<file path="src/rtl/kgp_risc_pkg.sv">
// kgp_risc_pkg: shared widths, fetch FSM states and address helpers for the KGP-RISC core.
package kgp_risc_pkg;
  localparam int ADDR_W  = 32;
  localparam int INSTR_W = 32;
  localparam int IMM21_W = 21;
  localparam logic [ADDR_W-1:0] RESET_PC_DEF = '0;
  typedef enum logic [1:0] {IDLE, FETCH, HOLD, SQUASH} fetch_state_t;
  function automatic logic [ADDR_W-1:0] word_align(input logic [ADDR_W-1:0] a);
    return a & ~(ADDR_W'(3));
  endfunction
endpackage

</file>
<file path="src/rtl/program_counter_reg.sv">
// program_counter_reg: fetch PC register; a redirect load takes precedence over the post-fetch increment.
module program_counter_reg
  import kgp_risc_pkg::*;
#(
  parameter logic [ADDR_W-1:0] RESET_PC = RESET_PC_DEF,
  parameter int unsigned       PC_STEP  = 4
) (
  input  logic              clk,
  input  logic              rst_n,
  input  logic              i_load,
  input  logic [ADDR_W-1:0] i_target,
  input  logic              i_inc,
  output logic [ADDR_W-1:0] o_pc
);
  logic [ADDR_W-1:0] r_pc;
  assign o_pc = r_pc;
  // Wraps modulo 2^32 with no overflow flag.
  always_ff @(posedge clk or negedge rst_n)
    if (!rst_n) r_pc <= RESET_PC;
    else if (i_load) r_pc <= word_align(i_target);
    else if (i_inc) r_pc <= r_pc + ADDR_W'(PC_STEP);
endmodule

</file>
<file path="src/rtl/instruction_fetch_unit.sv">
// instruction_fetch_unit: KGP-RISC fetch stage; one outstanding imem request, valid/ready to decode,
// redirects squash wrong-path fetches without ever changing an in-flight address.
module instruction_fetch_unit
  import kgp_risc_pkg::*;
#(
  parameter logic [ADDR_W-1:0] RESET_PC = RESET_PC_DEF,
  parameter int unsigned       PC_STEP  = 4
) (
  input  logic               clk,
  input  logic               rst,
  output logic               imem_req,
  output logic [ADDR_W-1:0]  imem_addr,
  input  logic               imem_ack,
  input  logic [INSTR_W-1:0] imem_rdata,
  output logic               instr_valid,
  input  logic               instr_ready,
  output logic [INSTR_W-1:0] instr,
  output logic [ADDR_W-1:0]  instr_pc,
  output logic [IMM21_W-1:0] imm21,
  input  logic               redirect_valid,
  input  logic [ADDR_W-1:0]  redirect_target
);
  fetch_state_t      r_state;
  logic [ADDR_W-1:0] w_pc;
  logic              w_ack;
  assign w_ack = imem_req & imem_ack;
  assign imm21 = instr[IMM21_W-1:0];
  program_counter_reg #(.RESET_PC(RESET_PC), .PC_STEP(PC_STEP)) u_pc (
    .clk      (clk),
    .rst_n    (rst),
    .i_load   (redirect_valid),
    .i_target (redirect_target),
    .i_inc    ((r_state == FETCH) & w_ack),
    .o_pc     (w_pc)
  );
  always_ff @(posedge clk or negedge rst)
    if (!rst) begin
      r_state     <= IDLE;
      imem_req    <= 1'b0;
      imem_addr   <= RESET_PC;
      instr_valid <= 1'b0;
      instr       <= '0;
      instr_pc    <= '0;
    end else begin
      case (r_state)
        IDLE:
          if (!redirect_valid) begin
            r_state   <= FETCH;
            imem_req  <= 1'b1;
            imem_addr <= w_pc;
          end
        // A redirect with no ack must let the current request finish before reissuing.
        FETCH:
          if (w_ack) begin
            imem_req <= 1'b0;
            r_state  <= redirect_valid ? IDLE : HOLD;
            if (!redirect_valid) begin
              instr       <= imem_rdata;
              instr_pc    <= imem_addr;
              instr_valid <= 1'b1;
            end
          end else if (redirect_valid) r_state <= SQUASH;
        HOLD:
          if (redirect_valid || instr_ready) begin
            instr_valid <= 1'b0;
            r_state     <= IDLE;
          end
        SQUASH:
          if (w_ack) begin
            imem_req <= 1'b0;
            r_state  <= IDLE;
          end
        default: r_state <= IDLE;
      endcase
    end
endmodule

</file>
<file path="config.mk">
export PLATFORM = sky130hd
export DESIGN_NAME = instruction_fetch_unit
export DESIGN_NICKNAME = d
export VERILOG_FILES = /design/src/rtl/kgp_risc_pkg.sv /design/src/rtl/program_counter_reg.sv /design/src/rtl/instruction_fetch_unit.sv
export SDC_FILE = /design/constraint.sdc
export NUM_CORES = 1
export LEC_CHECK = 0
export ABC_CLOCK_PERIOD_IN_PS = 2300
export CAP_MARGIN = 20
export CELL_PAD_IN_SITES_DETAIL_PLACEMENT = 0
export CELL_PAD_IN_SITES_GLOBAL_PLACEMENT = 2
export CORE_MARGIN = 8
export CORE_UTILIZATION = 29
export CTS_CLUSTER_DIAMETER = 60
export CTS_CLUSTER_SIZE = 28
export DETAILED_ROUTE_END_ITERATION = 12
export HOLD_SLACK_MARGIN = 0.06
export PLACE_DENSITY = 0.87
export RECOVER_POWER = 25
export SYNTH_ARGS = -nofsm -noshare
export SYNTH_HDL_FRONTEND = slang
export SYNTH_SLANG_ARGS = --single-unit
</file>
<file path="constraint.sdc">
create_clock -name clk -period 2.3 [get_ports clk]
set_input_delay 0.575 -clock clk [delete_from_list [all_inputs] [get_ports clk]]
set_output_delay 0.575 -clock clk [all_outputs]
set_load 0.01 [all_outputs]
</file>
==> results of run 1 <==
-- final timing paths --
check                                              start                        end  slack, ps  cells after the start
worst min-delay path                                 rst      instr[10]$_DFFE_PN0P_        500                      1
worst max-delay path            u_pc.o_pc[5]$_DFFE_PN0P_  u_pc.o_pc[22]$_DFFE_PN0P_        290                      4
max in group asynchronous                            rst  u_pc.o_pc[28]$_DFFE_PN0P_        500                      2
min in group clk                instr_pc[28]$_DFFE_PN0P_   instr_pc[28]$_DFFE_PN0P_        500                      1
worst min register to register  instr_pc[28]$_DFFE_PN0P_   instr_pc[28]$_DFFE_PN0P_        500                      1
worst max register to register  u_pc.o_pc[5]$_DFFE_PN0P_  u_pc.o_pc[22]$_DFFE_PN0P_        290                      4
-- final cells by class --
class	instances	area (µm²)	share of cell area [%]
sequential	126	3153	38.31
inverter	6	22.52	0.2736
antenna	1	2.502	0.03040
multi-input combinational	272	2111	25.65
timing repair buffer	204	2016	24.49
tap	234	292.8	3.557
clock inverter	11	162.7	1.976
clock buffer	21	470.5	5.716
-- where the power goes --
group          internal [mW]  total [mW]  switching (mW)  leakage [nW]
Sequential              3.12        3.74           0.623          1.49
Combinational           2.62        4.13            1.51          1.52
Clock                   1.89        2.86           0.972         0.317
Total                   7.62        10.7            3.11          3.33
-- critical path: cells and delay by family (launching register included) --
| kind | cells | cell delay (ps) |
|---|---|---|
| flops | 1 | 450 |
| compound gates | 1 | 180 |
| simple gates | 3 | 1300 |
-- synth_stat cells, drive strengths merged, types with 2 or more instances --
master	n
nand2	22
a22oi	3
a31oi	15
mux2	93
nor2b	3
and4	3
nor2	21
nand3	11
and3	6
or4	7
xnor2	6
clkbuf	14
o31ai	6
o31a	2
nand4	10
and2	2
xor2	4
buf	35
dfrtp	126
o21ai	22
nand2b	3
or3	12
inv	6
nor4	4
and4b	2
-- cell families after synthesis --
kind of cell               Yosys count  share of synthesized area, %
buffers and inverters               55                         5.690
and+or+nand+nor                    111                         11.07
adders and majority gates            1                        0.2249
muxes                               94                         19.01
xor gates and xnor gates            10                         1.574
AOI/OAI and AO/OA                   52                         5.691
other                                1                       0.06741
DFF                                126                         56.68
-- placed cells by master, fill, tap and decap left out, drive strengths merged, types with 2 or more instances in the layout --
master           n
clkdlybuf4s50  179
dfrtp          126
mux2            93
clkbuf          24
nand2           22
o21ai           22
nor2            21
buf             21
a31oi           15
or3             12
nand3           11
nand4           10
or4              7
clkinv           7
inv              6
and3             6
o31ai            6
xnor2            6
nor4             4
xor2             4
conb             4
bufinv           4
nand2b           3
and4             3
nor2b            3
a22oi            3
and4b            2
o31a             2
and2             2
-- per-layer routing --
metal | wire [µm] | track usage (%)
met5 | 0 | 0
met4 | 378 | 5.926
met3 | 1054 | 4.096
met2 | 7416 | 21.74
met1 | 6261 | 14.68
-- registers in the layout (all words and copies together), names as in the netlist --
register     count
instr           32
imem_req         1
imem_addr       30
r_state          2
instr_valid      1
instr_pc        30
u_pc.o_pc       30
-- repair_timing --
| action | CTS | global route |
|---|---|---|
| setup endpoints to repair | 1 | 7 |
| gates resized for setup | 0 | 1 |
| setup buffers | 2 | 0 |
| pin swaps | 1 | 0 |
==> results.md, run 1 <==
* Die height at 154.5 µm
* Number of hold buffers added after cts at 0
* Largest net degree at the start of global routing at 59
* Layout cells sized above 1 at 23.75%
* Vias in the first global route at 4458
* Total number of vias at 4214
* Worst setup margin at 286.7 ps
* Ys async rst share at 100.0%
* Cell chain of the critical path: nand4_2 -> or4_4 -> or4_1 -> a31oi_1
* Gp weighted congestion at 0.7966
* CTS clk-pin slew, worst paths at 60 ps
* Most used DFF post-synth: dfrtp_1
* Final hold slack at 499.7 ps
* Final Slew Violations at 0
* Post-DRT Antenna Nets at 0
* Critical Path AT at 2350 ps
* Die area at 23870 µm²
* Dpl cells at 840
* CP endpoint kind: register
* Run status: finished clean
* Post-synth EDFFs at 0
* H-tree levels at 4
* Worst Skew at 6.043 ps
* Num ports at 188
* Yosys top cell area share at 56.68%
* Synth Warn # at 0
* Dpl cell area at 7587 µm²
* Area leader, netlist: dfrtp_1
* Fmax at 0.4967 GHz
* Routed WL at 15110 µm
* CTS tree: done
* Slowest CP cell: or4_4
* #FFs+latches synth at 126
* Post-route insts no fill at 875
* WS Path Type: reg2reg
* Post-route cell area at 8230 µm²
* Row cnt at 50
* VDD IR-drop max at 0.5629 mV
* Pre-CTS setup slack at -476.5 ps
* GR Util All Layers at 12.89%
* Number of vias per cell at 4.816
* Max-cap check violation count at 0
* RSZ-0062 raised after global routing: no
* Initial cell density of the core at 29.64%
* Syn Inst Count at 450
* Buffers added on ports at 181
* Power Dens Cells at 1304 nW/µm²
* DRC Markers at 0
* Distinct cell type count after synthesis at 41
* DR WL/cell at 17.27 µm
* Core area at 18770 µm²
* Leak Pwr at 3.334 nW
* DP Wirelength at 11200 µm
* Setup-failing EPs final at 0
* Post-Synthesis Cell Area at 5563 µm²
* First DRT Iteration DRCs at 150
* Fin crit share at 87.53%
* Data required, critical path at 2630 ps
* CTS root buffer: clkbuf_16
* Latest clock arrival within the worst-skew pair at 410 ps
* Grt ovf at 0
* Final Util at 43.85%
* Max_slew headroom at 4.213%
* Final-stage net count at 697
* 1st-pass router iterations at 5
* Seq/Total Area, Yosys at 56.68%
* Worst Setup Start Kind: register
* CP max stage delay at 600 ps
* Deepest clock path buffer count at 2
* Cells taking the most area after synthesis: dfrtp_1 (57%), mux2_2 (19%), buf_4 (3.5%)
* Hold WC Path Type: in2async
* Minimum clock period at 2013 ps
* Die outline width at 154.5 µm
* Clock Sinks at 126
* Measured slew at the worst slew-check pin at 1437 ps
* Global-route wire length before repair at 24250 µm
* Highest fanout seen on the critical path at 6
* Syn Area/Cell at 12.36 µm²
* Final Total Pwr at 10.73 mW
* Area grow syn2layout at 47.95%
* Setup TNS at 0 ps
* # fillers at 1705
* Initial antenna violation count at 1
* Cts bufs inserted at 17
* Hold Violations, Final at 0
No activity file was read; power rests on OpenSTA's default activity.
==> run 2, diff against run 1 <==
--- a/config.mk
+++ b/config.mk
@@ -5,7 +5,7 @@
 export SDC_FILE = /design/constraint.sdc
 export NUM_CORES = 1
 export LEC_CHECK = 0
-export ABC_CLOCK_PERIOD_IN_PS = 2300
+export ABC_CLOCK_PERIOD_IN_PS = 2000
 export CAP_MARGIN = 20
 export CELL_PAD_IN_SITES_DETAIL_PLACEMENT = 0
 export CELL_PAD_IN_SITES_GLOBAL_PLACEMENT = 2
==> constraint.sdc (replaced) <==
create_clock -name clk -period 2 [get_ports clk]
set_input_delay 0.5 -clock clk [delete_from_list [all_inputs] [get_ports clk]]
set_output_delay 0.5 -clock clk [all_outputs]
set_load 0.01 [all_outputs]
==> results.md, run 2 (synthesis results as in run 1) <==
* Buffers added on ports at 181 (unchanged)
* Initial cell density of the core at 29.64% (unchanged)
* CTS tree: done (unchanged)
* DR WL/cell at 17.74 µm (was 17.27 µm)
* Clock Sinks at 126 (unchanged)
* Critical Path AT at 2320 ps (was 2350 ps)
* Die area at 23870 µm² (unchanged)
* Max reg flops at 32 (unchanged)
* Cell chain of the critical path: ha_2 -> nand2_2 -> or4_2 -> or3_1 -> a31oi_1 (was nand4_2 -> or4_4 -> or4_1 -> a31oi_1)
* Largest net degree at the start of global routing at 46 (was 59)
* Worst Skew at 8.526 ps (was 6.043 ps)
* Leak Pwr at 3.386 nW (was 3.334 nW)
* Cts bufs inserted at 17 (unchanged)
* Latest clock arrival within the worst-skew pair at 410 ps (about the same)
* Row cnt at 50 (unchanged)
* Run status: finished clean (unchanged)
* Final Slew Violations at 0 (unchanged)
* Number of vias per cell at 4.784 (was 4.816)
* Grt ovf at 0 (unchanged)
* Most frequent cells in the layout: clkdlybuf4s50_1 (178), dfrtp_1 (126), mux2_2 (93) (was clkdlybuf4s50_1 (179), dfrtp_1 (126), mux2_2 (93))
* DRC Markers at 0 (unchanged)
* Fmax at 0.5050 GHz (was 0.4967 GHz)
* WP buf/inv at 0 (unchanged)
* Worst Setup Start Kind: register (unchanged)
* Top reg by flops: instr (unchanged)
* DP Wirelength at 11790 µm (was 11200 µm)
* Post-DRT Antenna Nets at 0 (unchanged)
* Measured slew at the worst slew-check pin at 1182 ps (was 1437 ps)
* Num ports at 188 (unchanged)
* Global-route wire length before repair at 25410 µm (was 24250 µm)
* Cell family with most CP delay: simple AND/OR/NAND/NOR gates (unchanged)
* H-tree levels at 4 (unchanged)
* Initial antenna violation count at 0 (was 1)
* Deepest clock path buffer count at 2 (unchanged)
* Most common cell after layout, fill and taps aside: clkdlybuf4s50_1 (unchanged)
* Setup-failing EPs final at 0 (unchanged)
* GR Util All Layers at 13.56% (was 12.89%)
* Die outline width at 154.5 µm (unchanged)
* CP max stage delay at 740 ps (was 600 ps)
* Power Dens Cells at 1494 nW/µm² (was 1304 nW/µm²)
* Gp weighted congestion at 0.7796 (was 0.7966)
* Slowest CP cell: or4_2 (was or4_4)
* Dpl cells at 853 (was 840)
* 1st-pass router iterations at 5 (unchanged)
* RSZ-0062 raised after global routing: yes (was no)
* Routed WL at 15740 µm (was 15110 µm)
* CTS root buffer: clkbuf_16 (unchanged)
* Post-route insts no fill at 887 (was 875)
* N_diodes at 0 (was 1)
* Final hold slack at 503.2 ps (was 499.7 ps)
* CTS clk-pin slew, worst paths at 60 ps (about the same)
* Die height at 154.5 µm (unchanged)
* Core area at 18770 µm² (unchanged)
* VDD IR-drop max at 0.5947 mV (was 0.5629 mV)
* Layout cells sized above 1 at 25.73% (was 23.75%)
* Hold Violations, Final at 0 (unchanged)
* Hold WC Path Type: reg2reg (was in2async)
* Final-stage net count at 710 (was 697)
* Minimum clock period at 1980 ps (was 2013 ps)
* Final Total Pwr at 12.54 mW (was 10.73 mW)
* Data required, critical path at 2340 ps (was 2630 ps)
* Max_slew headroom at 21.20% (was 4.213%)
* First DRT Iteration DRCs at 217 (was 150)
* Highest fanout seen on the critical path at 5 (was 6)
* Max-cap check violation count at 0 (unchanged)
* Total number of vias at 4243 (was 4214)
* WS Path Type: reg2reg (unchanged)
* CP endpoint kind: register (unchanged)
* Fin crit share at 99.02% (was 87.53%)
* Post-CTS Setup Inserts at 0 (was 2)
* Vias in the first global route at 4530 (was 4458)
* # fillers at 1754 (was 1705)
* Area grow syn2layout at 50.85% (was 47.95%)
[run 2: cell types whose count changed in the layout (fill, tap and decap cells not counted), sizes merged, moves of 2 or more]
cell	previous run	this run
clkinv	7	4
clkinvlp	0	2
buf	21	34
clkbuf	24	22
[run 2: what timing repair did]
item                                   4_1_cts  5_1_grt
resized for setup                            5        7
cloned                                       1        0
setup endpoints to repair                   13        5
endpoints found under the hold margin       42        0
pin swaps                                    1        5
hold buffers                                 1        0
[run 2: area by class of cell]
class	count	area [µm²]	share of cell area, %
multi-input cells	273	2157	25.70
well taps	234	292.8	3.489
clock inverters	11	188.9	2.251
inverters	6	22.52	0.2684
flip-flops and latches	126	3153	37.57
repair buffers	216	2127	25.35
clock buffers	21	450.4	5.368
[run 2: worst register-to-register path, stage by stage, from the launching register on]
cell and delay [ps]:
dfrtp_1 350, ha_2 190, nand2_2 80, or4_2 740, or3_1 380, a31oi_1 160
[run 2: metrics by stage]
stage / instance area (µm²) / TNS, ps / utilization [%] / setup slack [ps]
after detailed placement: 7710 / -26400 / 41.08 / -680.9
after global placement: 7710 / -21940 / 41.08 / -583.7
final: 8392 / 0 / 44.71 / 19.63
after global routing: 8392 / -293.7 / 44.71 / -28.21
after CTS: 8379 / 0 / 44.65 / 0.1712
after floorplan: 5574 / 0 / - / 42.93
[run 2: final timing paths]
path / end / depth (start not counted) / startpoint / slack (ps)
setup / recovery: u_pc.o_pc[16]$_DFFE_PN0P_ / 5 / u_pc.o_pc[3]$_DFFE_PN0P_ / 20
hold / removal: instr_pc[6]$_DFFE_PN0P_ / 1 / instr_pc[6]$_DFFE_PN0P_ / 500
setup reg to reg: u_pc.o_pc[16]$_DFFE_PN0P_ / 5 / u_pc.o_pc[3]$_DFFE_PN0P_ / 20
hold reg to reg: instr_pc[6]$_DFFE_PN0P_ / 1 / instr_pc[6]$_DFFE_PN0P_ / 500
max in group asynchronous: imem_addr[4]$_DFFE_PN0P_ / 3 / rst / 250
min in group asynchronous: instr_pc[27]$_DFFE_PN0P_ / 2 / rst / 870
[run 2: power breakdown]
part           switching, mW  internal, mW  total [mW]  leakage (nW)
sequential             0.689          3.58        4.27          1.49
clock                   1.12          2.24        3.36         0.307
combinational           1.83          3.08        4.91          1.58
[run 2: per-layer routing]
metal,vias up,global-route usage (%),part of all wire [%]
met5,-,0,0
met4,0,5.506,1.8
met3,19,4.597,6.0
met2,129,22.83,51
met1,2113,15.55,42
li1,1982,-,-
==> run 3, diff against run 2 <==
--- a/config.mk
+++ b/config.mk
@@ -10,13 +10,15 @@
 export CELL_PAD_IN_SITES_DETAIL_PLACEMENT = 0
 export CELL_PAD_IN_SITES_GLOBAL_PLACEMENT = 2
 export CORE_MARGIN = 8
-export CORE_UTILIZATION = 29
+export CORE_UTILIZATION = 30
+export CTS_BUF_LIST = sky130_fd_sc_hd__clkbuf_8
 export CTS_CLUSTER_DIAMETER = 60
 export CTS_CLUSTER_SIZE = 28
 export DETAILED_ROUTE_END_ITERATION = 12
-export HOLD_SLACK_MARGIN = 0.06
-export PLACE_DENSITY = 0.87
+export HOLD_SLACK_MARGIN = 0.1
+export PLACE_DENSITY = 0.89
 export RECOVER_POWER = 25
+export REMOVE_ABC_BUFFERS = 1
 export SYNTH_ARGS = -nofsm -noshare
 export SYNTH_HDL_FRONTEND = slang
 export SYNTH_SLANG_ARGS = --single-unit
==> results.md, run 3 (synthesis results as in run 1) <==
* Area grow syn2layout at 46.29% (was 50.85%)
* CTS clk-pin slew, worst paths at 70 ps (was 60 ps)
* Die outline width at 152.2 µm (was 154.5 µm)
* DP Wirelength at 11320 µm (was 11790 µm)
* Number of vias per cell at 4.702 (was 4.784)
* Core area at 18460 µm² (was 18770 µm²)
* Power Dens Cells at 1412 nW/µm² (was 1494 nW/µm²)
* CTS root buffer: clkbuf_8 (was clkbuf_16)
* Hold WC Path Type: reg2reg (unchanged)
* Setup TNS at 0 ps (unchanged)
* Net Sw Frac at 30.40% (was 29.00%)
* WS Path Type: reg2reg (unchanged)
* GR Util All Layers at 13.36% (was 13.56%)
* Leak Pwr at 3.308 nW (was 3.386 nW)
* Fin crit share at 99.23% (was 99.02%)
* Max-cap check violation count at 0 (unchanged)
* Worst Setup Start Kind: register (unchanged)
* First DRT Iteration DRCs at 243 (was 217)
* 1st-pass router iterations at 4 (was 5)
* Gp weighted congestion at 0.8409 (was 0.7796)
* DRC Markers at 0 (unchanged)
* Initial antenna violation count at 0 (unchanged)
* Layout cells sized above 1 at 25.80% (was 25.73%)
* Buffers added on ports at 181 (unchanged)
* Global-route wire length before repair at 24680 µm (was 25410 µm)
* Data required, critical path at 2350 ps (was 2340 ps)
* VDD IR-drop max at 0.5931 mV (was 0.5947 mV)
* Grt ovf at 0 (unchanged)
* Measured slew at the worst slew-check pin at 1121 ps (was 1182 ps)
* Routed WL at 15280 µm (was 15740 µm)
* Max reg flops at 32 (unchanged)
* CTS tree: done (unchanged)
* Hold Violations, Final at 0 (unchanged)
* Fmax at 0.5039 GHz (was 0.5050 GHz)
* Deepest clock path buffer count at 2 (unchanged)
* Die area at 23160 µm² (was 23870 µm²)
* Pre-CTS setup slack at -624.9 ps (was -680.9 ps)
* Comb pwr share at 42.3% (was 39.2%)
* DR WL/cell at 17.19 µm (was 17.74 µm)
* Row cnt at 50 (unchanged)
* Clock share of power at 20.6% (was 26.8%)
* Max_slew headroom at 25.30% (was 21.20%)
* Die height at 152.2 µm (was 154.5 µm)
* Sequential power share at 37.1% (was 34.1%)
* Run status: finished clean (unchanged)
* Highest fanout seen on the critical path at 9 (was 5)
* Clock Sinks at 126 (unchanged)
* Pint at 7.997 mW (was 8.902 mW)
* Num ports at 188 (unchanged)
* Most common cell after layout, fill and taps aside: clkdlybuf4s50_1 (unchanged)
* Worst Skew at 14.09 ps (was 8.526 ps)
* Total number of vias at 4180 (was 4243)
* Critical Path AT at 2330 ps (was 2320 ps)
* Final Slew Violations at 0 (unchanged)
* Post-DRT Antenna Nets at 0 (unchanged)
* Minimum clock period at 1985 ps (was 1980 ps)
* RSZ-0062 raised after global routing: yes (unchanged)
* P_sw at 3.493 mW (was 3.637 mW)
* CP endpoint kind: register (unchanged)
* Latest clock arrival within the worst-skew pair at 430 ps (was 410 ps)
* Vias in the first global route at 4464 (was 4530)
* N_diodes at 0 (unchanged)
* H-tree levels at 4 (unchanged)
* Largest net degree at the start of global routing at 48 (was 46)
* Worst setup margin at 15.47 ps (was 19.63 ps)
* Setup-failing EPs final at 0 (unchanged)
* Final-stage net count at 712 (was 710)
* Cts bufs inserted at 17 (unchanged)
* Most frequent cells in the layout: clkdlybuf4s50_1 (178), dfrtp_1 (126), mux2_2 (93) (unchanged)
* Top reg by flops: instr (unchanged)
* Initial cell density of the core at 30.14% (was 29.64%)
run 3: repair_timing:
item,4_1_cts,5_1_grt
hold endpoints to repair,39,0
hold buffers,1,0
endpoints found under the setup margin,11,11
setup buffers,3,1
resized for setup,3,4
cloned,0,1
pin swaps,4,5
run 3: worst paths after layout:
kind | start | end | slack [ps] | cells after the start
setup / recovery | r_state[1]$_DFFE_PN0P_ | u_pc.o_pc[21]$_DFFE_PN0P_ | 20 | 6
hold / removal | instr[28]$_DFFE_PN0P_ | instr[28]$_DFFE_PN0P_ | 510 | 1
setup reg to reg | r_state[1]$_DFFE_PN0P_ | u_pc.o_pc[21]$_DFFE_PN0P_ | 20 | 6
hold reg to reg | instr[28]$_DFFE_PN0P_ | instr[28]$_DFFE_PN0P_ | 510 | 1
max in group asynchronous | rst | instr_pc[18]$_DFFE_PN0P_ | 250 | 3
min in group asynchronous | rst | imem_addr[28]$_DFFE_PN0P_ | 820 | 2
run 3: metrics by stage:
stage | utilization [%] | power, mW | hold WS (ps) | std cells | area [µm²]
after floorplan | - | 6.120 | 204.4 | 404 | 5280
after global placement | 41.56 | 9.132 | 459.9 | 851 | 7670
after detailed placement | 41.56 | 9.272 | 462.6 | 851 | 7670
after CTS | 44.06 | 11.70 | 512.5 | 887 | 8132
after global routing | 44.09 | 12.19 | 525.0 | 889 | 8138
final | 44.09 | 11.49 | 508.2 | 889 | 8138
run 3: layout make-up:
type	instances	area, µm²
clock buffers	21	289.0
clock inverters	11	138.9
fillers	1688	10320
inverters	6	22.52
multi-input cells	272	2121
flip-flops and latches	126	3153
well taps	234	292.8
repair buffers	219	2121
run 3: layer usage:
layer  wire (µm)  vias up  track usage, %
li1            -     1972               -
met2        7919      105           23.31
met5           0        -               0
met3         698       11           4.141
met4         202        0           5.045
met1        6462     2092           15.08
run 3: power by group through the flow:
stage	registers (mW)	clock network, mW	logic (mW)
after detailed placement	4.33	0	4.94
after global placement	4.25	0	4.88
final	4.26	2.36	4.86
after floorplan	4.80	0	1.32
after global routing	4.44	2.56	5.18
after CTS	4.29	2.46	4.96
run 3: critical path, stage by stage (launching register included):
cell      delay [ps]
dfrtp_1          370
nand4b_1         220
buf_4            170
or3_4            380
buf_6            160
or4_1            410
a31oi_1          200
